## config.mk

```make
export PLATFORM = sky130hd
export DESIGN_NAME = i2c_eeprom_slave
export DESIGN_NICKNAME = d
export VERILOG_FILES = /design/src/rtl/i2c_eeprom_slave.sv
export SDC_FILE = /design/constraint.sdc
export NUM_CORES = 2
export LEC_CHECK = 0
export CELL_PAD_IN_SITES_DETAIL_PLACEMENT = 1
export CELL_PAD_IN_SITES_GLOBAL_PLACEMENT = 2
export CORE_MARGIN = 2
export CORE_UTILIZATION = 55
export CTS_CLUSTER_SIZE = 8
export DETAILED_ROUTE_END_ITERATION = 8
export GPL_TIMING_DRIVEN = 0
export HOLD_SLACK_MARGIN = 0.15
export PLACE_DENSITY_LB_ADDON = 0.1
export SYNTH_ARGS = -nofsm -noshare
export SYNTH_HDL_FRONTEND = slang
export SYNTH_SLANG_ARGS = --single-unit
export TNS_END_PERCENT = 30
```

## constraint.sdc

```tcl
create_clock -name clk -period 9.5 [get_ports clk]
set_input_delay 1.9 -clock clk [delete_from_list [all_inputs] [get_ports clk]]
set_output_delay 1.9 -clock clk [all_outputs]
set_load 0.03 [all_outputs]
```

## src/rtl/i2c_eeprom_slave.sv

```systemverilog
// i2c_eeprom_slave: I2C responder emulating a 24Cxx serial EEPROM with byte/page writes and sequential reads
module i2c_eeprom_slave #(
  parameter logic [3:0] DEV_ID     = 4'b1010,
  parameter int         ADDR_BYTES = 2,
  parameter int         MEM_AW     = 8,
  parameter int         PAGE_AW    = 4
) (
  input  logic              clk,
  input  logic              rst_n,
  input  logic              scl_in,
  input  logic              sda_in,
  output logic              sda_oe,
  input  logic [2:0]        dev_addr,
  output logic              busy,
  output logic              mem_we,
  output logic [MEM_AW-1:0] mem_waddr,
  output logic [7:0]        mem_wdata,
  output logic              wr_done
);
  typedef enum logic [2:0] {IDLE, CTRL, ADDR, WDATA, RDATA, WAIT_STOP} state_t;
  localparam logic [MEM_AW-1:0] PAGE_MASK = MEM_AW'((1 << PAGE_AW) - 1);
  state_t            state_q, state_d;
  logic [2:0]        scl_q, sda_q;
  logic [3:0]        bit_cnt_q, bit_cnt_d;
  logic [7:0]        sr_q, sr_d, rx_byte, rd_byte;
  logic [MEM_AW-1:0] ptr_q, ptr_d, page_next, addr_next;
  logic              addr_cnt_q, addr_cnt_d, wrote_q, wrote_d;
  logic              sda_oe_q, sda_oe_d, busy_q, busy_d;
  logic              mem_we_q, mem_we_d, wr_done_q, wr_done_d;
  logic [MEM_AW-1:0] mem_waddr_q, mem_waddr_d;
  logic [7:0]        mem_wdata_q, mem_wdata_d;
  logic              scl_rise, scl_fall, start, stop, byte_st, match, last_addr;
  logic [7:0]        mem_q [2**MEM_AW];
  assign scl_rise  = scl_q[1] & ~scl_q[2];
  assign scl_fall  = ~scl_q[1] & scl_q[2];
  assign start     = scl_q[1] & ~sda_q[1] & sda_q[2];
  assign stop      = scl_q[1] & sda_q[1] & ~sda_q[2];
  assign byte_st   = state_q inside {CTRL, ADDR, WDATA, RDATA};
  assign match     = sr_q[7:1] == {DEV_ID, dev_addr};
  assign last_addr = (ADDR_BYTES == 1) || addr_cnt_q;
  assign rx_byte   = {sr_q[6:0], sda_q[1]};
  assign rd_byte   = mem_q[ptr_q];
  assign page_next = (ptr_q & ~PAGE_MASK) | ((ptr_q + MEM_AW'(1)) & PAGE_MASK);
  assign addr_next = MEM_AW'({ptr_q, sr_q});
  assign sda_oe    = sda_oe_q;
  assign busy      = busy_q;
  assign mem_we    = mem_we_q;
  assign mem_waddr = mem_waddr_q;
  assign mem_wdata = mem_wdata_q;
  assign wr_done   = wr_done_q;
  // Bus sequencing: START/STOP win in any state, then SCL rise samples and SCL fall drives SDA.
  always_comb begin
    state_d     = state_q;
    bit_cnt_d   = bit_cnt_q;
    sr_d        = sr_q;
    ptr_d       = ptr_q;
    addr_cnt_d  = addr_cnt_q;
    wrote_d     = wrote_q;
    sda_oe_d    = sda_oe_q;
    busy_d      = busy_q;
    mem_we_d    = 1'b0;
    mem_waddr_d = mem_waddr_q;
    mem_wdata_d = mem_wdata_q;
    wr_done_d   = 1'b0;
    if (stop) begin
      state_d   = IDLE;
      bit_cnt_d = '0;
      sda_oe_d  = 1'b0;
      busy_d    = 1'b0;
      wr_done_d = wrote_q;
      wrote_d   = 1'b0;
    end else if (start) begin
      state_d    = CTRL;
      bit_cnt_d  = '0;
      addr_cnt_d = 1'b0;
      sda_oe_d   = 1'b0;
      busy_d     = 1'b0;
    end else if (byte_st && scl_rise) begin
      bit_cnt_d = bit_cnt_q + 4'd1;
      if (bit_cnt_q < 4'd8 && state_q != RDATA) sr_d = rx_byte;
      if (state_q == WDATA && bit_cnt_q == 4'd7) begin
        mem_we_d    = 1'b1;
        mem_waddr_d = ptr_q;
        mem_wdata_d = rx_byte;
        ptr_d       = page_next;
        wrote_d     = 1'b1;
      end
      if (state_q == RDATA && bit_cnt_q == 4'd8) begin
        state_d = sda_q[1] ? WAIT_STOP : RDATA;
        ptr_d   = sda_q[1] ? ptr_q : ptr_q + MEM_AW'(1);
      end
    end else if (byte_st && scl_fall) begin
      if (bit_cnt_q == 4'd8) begin
        sda_oe_d = state_q != RDATA && (state_q != CTRL || match);
        if (state_q == CTRL) begin
          busy_d  = match;
          state_d = match ? CTRL : WAIT_STOP;
        end
        if (state_q == ADDR) ptr_d = addr_next;
      end else if (bit_cnt_q == 4'd9) begin
        bit_cnt_d = '0;
        sda_oe_d  = 1'b0;
        if (state_q == CTRL) state_d = sr_q[0] ? RDATA : ADDR;
        if (state_q == ADDR) begin
          addr_cnt_d = 1'b1;
          state_d    = last_addr ? WDATA : ADDR;
        end
        if (state_q == RDATA || (state_q == CTRL && sr_q[0])) begin
          sr_d     = rd_byte;
          sda_oe_d = ~rd_byte[7];
        end
      end else if (state_q == RDATA) sda_oe_d = ~sr_q[3'd7 - bit_cnt_q[2:0]];
    end
  end
  // Pin synchronizers, FSM state and registered outputs.
  always_ff @(posedge clk or negedge rst_n) begin
    if (!rst_n) begin
      scl_q       <= '1;
      sda_q       <= '1;
      state_q     <= IDLE;
      bit_cnt_q   <= '0;
      sr_q        <= '0;
      ptr_q       <= '0;
      addr_cnt_q  <= 1'b0;
      wrote_q     <= 1'b0;
      sda_oe_q    <= 1'b0;
      busy_q      <= 1'b0;
      mem_we_q    <= 1'b0;
      mem_waddr_q <= '0;
      mem_wdata_q <= '0;
      wr_done_q   <= 1'b0;
    end else begin
      scl_q       <= {scl_q[1:0], scl_in};
      sda_q       <= {sda_q[1:0], sda_in};
      state_q     <= state_d;
      bit_cnt_q   <= bit_cnt_d;
      sr_q        <= sr_d;
      ptr_q       <= ptr_d;
      addr_cnt_q  <= addr_cnt_d;
      wrote_q     <= wrote_d;
      sda_oe_q    <= sda_oe_d;
      busy_q      <= busy_d;
      mem_we_q    <= mem_we_d;
      mem_waddr_q <= mem_waddr_d;
      mem_wdata_q <= mem_wdata_d;
      wr_done_q   <= wr_done_d;
    end
  end
  // Byte array commits the strobed byte; contents deliberately survive reset.
  always_ff @(posedge clk) begin
    if (mem_we_q) mem_q[mem_waddr_q] <= mem_wdata_q;
  end
endmodule
```

; ---- After elaboration in Yosys (flattened, before gate mapping)
; Memory sizes are Yosys's and may differ from the RTL's.
; Index checks and enable logic that the tools add are counted.
[word_totals]
ff_bits = 51
ram_bits = 2048
out_inout_bits = 20
mem_count = 1
[op_classes]
add_sub_neg = 3
n_lt_le_gt_ge = 2
n_eq_ne = 22
muxes = 66
n_bitwise = 15
reduce_logical = 36
[mem_list]
columns = memory, words, width, rd, rd_ports_with_merged_regs, wr, line_no
row1 = mem_q, 256, 8, 1, 0, 1, 33  ; logic [7:0] mem_q [2**MEM_AW];
[ops]
columns = cell, n
row1 = 8-bit 2-to-1 mux, 13
row2 = 3-bit 2-to-1 mux, 12
row3 = 1-bit 2-to-1 mux, 34
row4 = 4-bit 2-to-1 mux, 6
row5 = 2-bit nonzero test, 10
row6 = 7-bit AND reduction, 2
row7 = 4-bit nonzero test, 3
row8 = 5-bit nonzero test, 2
row9 = 3-bit inequality test (second input constant), 3
row10 = 3-bit AND reduction, 3
row11 = 3-bit nonzero test, 3
row12 = 8-bit by 1-bit adder with 8-bit output (second input constant), 1
row13 = 4-bit equality test (second input constant), 2
row14 = 1-bit NOT, 8
row15 = 8-bit by 4-bit bitwise OR with 8-bit output, 1
row16 = 4-bit AND reduction, 2
row17 = 7-bit equality test, 1
row18 = 1-bit logical AND, 7
row19 = 1-bit AND, 6
row20 = 3-bit by 2-bit equality test with 1-bit output (second input constant), 2
row21 = 2-bit inequality test (second input constant), 3
row22 = 3-bit by 1-bit inequality test with 1-bit output (second input constant), 2
row23 = 6-bit inequality test (second input constant), 1
row24 = 6-bit AND reduction, 1
row25 = other kinds (14), 16

; ---- Logic depth before layout (Yosys ltp)
[logic_depth]
word_depth = 11
depth_mapped = 13

; ---- Worst setup path before layout
; No wires, ideal clock.
[synth_path]
path_type = register to output
startpoint = register mem_wdata_q[0], in the netlist mem_wdata[0]
endpoint = output port mem_wdata[0]
arrival_ns = 3.359
required_ns = 7.600
path_slack_ns = 4.241
stages_incl_launch_ff = 1
n_path_buf = 0
cell_sequence = dfrtp_1
[synth_rtl]
columns = item, line_no
row1 = start: declaration, 31  ; logic [7:0] mem_wdata_q, mem_wdata_d;
row2 = start signal: assignment, 145  ; mem_wdata_q <= mem_wdata_d;
row3 = end: declaration, 17  ; output logic [7:0] mem_wdata,
; No word-level cell between the ends.

; ---- Worst setup path after layout
[layout_path]
startpoint = register mem_wdata_q[6], in the netlist mem_wdata[6]
endpoint = output port mem_wdata[6]
; No word-level cell between the ends.

==> results.toml <==
[outcome]
status = "finished clean"

[clock_tree]
insertion_delay_ns = 0.94
cts.sinks = 2099
cts_tree = "done"
cts_max_level = 5
clkTransAtPathRegs_ns = 0.05
cts_resized = 0
numCtsBuffers = 312
cts-root-buf = "clkbuf_16"
clockBufferDepth = 4
cts_setup_buffers = 0
hold_buffers = 0

[critical_path]
cp.buffers_inverters = 4
crit_path_frequent_cell = "buf_16"
endpoint_kind = "primary output"
crit_family = "buffers and inverters"
worstPathRequired_ns = 7.60
cpMaxStageDelayCell = "dfrtp_4"
start_kind = "flop"
slowest_delay_ns = 0.88
crit_type = "reg2out"
crit_chain = "buf_16 > buf_16 > buf_16 > clkdlybuf4s50_1"
crit_arrival_ns = 3.59
critPathMaxFanout = 69

[placed_design]
place_ws_ns = 4.79
place_hpwl_um = 175000
place_congestion = 0.906
port_buffers = 26

[grt]
grt_pass1_vias = 44792
grt_pass1_wl_um = 363000
antenna_found_initial = 15
grt.overflow.total = 0
groute.usage.overall = 0.352
grt_max_degree = 101

[die]
dieHeight_um = 391
die-width_um = 391
start_util = 0.552
core_mm2 = 0.149
dieArea_mm2 = 0.153
ios = 27
num_rows = 142

[cells_and_area]
drive_gt1_frac = 0.249
area_growth_syn_to_layout_pct = 14.2
fill_cells = 11997
fin_nets = 4273
fin_util = 0.631

[power_and_ir_drop]
vdd_drop_max_uv = 158
p_per_area_mw_per_mm2 = 210
p_leak_nw = 23.8
fin_total_pwr_w = 0.0198

[logic_synthesis]
synth_top_area_frac = 0.746
yosys_most_used_dff = "edfxtp_1"
synth_edf_count = 2048
yosys.cell_count.top_type = "edfxtp_1"
synth_top_area_cell = "edfxtp_1"
synth.area.top_cells = "edfxtp_1 75%, mux4_2 14%, dfrtp_1 1.4%, nor2_1 1.4%, mux2i_1 1.4%"
syn_area_mm2 = 0.0824
ys_warn_count = 0
syn_inst = 3893
synthDistinctLibCells = 71
synthArstFlopShare = 0.0243
syn_area_per_cell_um2 = 21.2
synthTopCellsByCount = "2048 x edfxtp_1, 501 x mux4_2, 299 x nor2_1"
yosysSeqAreaShare = 0.762
synthesis.nets = 3903
synth_seq_cells = 2099

[route]
routed_wl_um = 264000
initialDrtViolationCount = 6490
via_per_inst = 7.05
drc_errors = 0
drt_pass1_iterations = 5
wl_per_cell_um = 42.3
ant_nets = 0
vias = 44092

[timing]
skew_ns = 0.0419
hold_violations = 0
setup_slack_ns = 4.01
setup_viol = 0
maxSlewViolCount = 0
rsz0062_at_grt = "no"
fmax_mhz = 182
maxSlewHeadroom = 0.0223
finalCritPeriodShare = 0.578
min_period_ns = 5.49
max_slew.worst_pin.slew_ns = 1.47
setup_tns_ns = 0

[flow_run]
maxCapViolCount = 0

[worst_hold_path]
min_path_type = "reg2reg"
placed cells by master (no fill, tap or decap), drive strengths merged, types with 5 or more instances in the layout:
master         Yosys  final
clkbuf            86    437
a31oi              5      5
nand2b            10     10
and2               8      8
dfrtp             45     45
nor2b             17     17
a22o              19     19
nor3              24     24
mux2              22     22
o22ai             43     43
a311oi            10     10
nor4               7      7
nor2             299    299
a211oi            24     24
o211ai            11     11
a22oi             58     58
o21ai             35     35
clkdlybuf4s50      0     25
nand4             27     27
o31ai              8      8
o221ai            10     10
inv               14     16
nand3             65     65
nand2             93     93
buf              155    186
mux2i            112    112
edfxtp          2048   2048
a21oi             49     49
mux4             524    524
dfstp              6      6
and3               9      9
final cells by class:
type,count,area (um2),area share
Clock buffer,351,8120,0.0863
Tap cell,1944,2430,0.0258
Antenna cell,2,5.00,0.0000532
Clock inverter,4,41.3,0.000439
Timing Repair Buffer,56,1020,0.0109
Multi-Input combinational cell,1537,17900,0.190
Inverter,15,56.3,0.000598
Buffer,242,1690,0.0180
Sequential cell,2099,62800,0.667
through the flow:
stage,cells,instance area (um2),hold WS (ns)
finish,6250,94100,0.352
global route,6248,94100,0.351
CTS,6248,94100,0.355
detailed placement,5893,85900,0.350
global placement,5863,85100,0.346
floorplan,3893,82400,0.345
registers in the layout, indices dropped and copies added (netlist names):
register,count
state_q,3
bit_cnt_q,4
sda_oe,1
addr_cnt_q,1
sda_q,3
addr_next,8
wrote_q,1
busy,1
scl_q,3
mem_we,1
mem_waddr,8
mem_q,2048
mem_wdata,8
ptr_q,8
wr_done,1
routing by layer:
layer / global-route usage / part of all wire
met1: 0.491 / 0.38
met2: 0.520 / 0.45
met3: 0.102 / 0.11
met4: 0.163 / 0.052
met5: 0 / 0.00064
power breakdown:
part	internal (W)	total, W	switching (W)
sequential	0.0100	0.0100	0.00000874
combinational	0.0000215	0.0000591	0.0000376
clock	0.00591	0.00965	0.00374
cell families (layout without fill, tap and decap cells):
family,after synthesis,in the layout,share of synthesized area
adders and majority gates,3,3,0.000455
other,0,2,0
DFF,2099,2099,0.762
AOI/OAI and AO/OA,292,292,0.0244
xor gates and xnor gates,3,3,0.000319
muxes,658,658,0.161
and+or+nand+nor,581,581,0.0314
buffers and inverters,257,668,0.0209
final timing paths:
check	startpoint	endpoint	slack, ns	depth (start not counted)
setup / recovery	mem_wdata[6]$_DFFE_PN0P_	mem_wdata[6]	4.01	4
hold / removal	scl_q[0]$_DFF_PN1_	scl_q[1]$_DFF_PN1_	0.35	0
setup reg to reg	ptr_q[2]$_DFFE_PN0P_	addr_next[3]$_DFFE_PN0P_	4.60	9
hold reg to reg	scl_q[0]$_DFF_PN1_	scl_q[1]$_DFF_PN1_	0.35	0
max in group asynchronous	rst_n	scl_q[0]$_DFF_PN1_	7.69	2
min in group asynchronous	rst_n	busy$_DFFE_PN0P_	1.10	1
(Power assumes the default switching activity.)
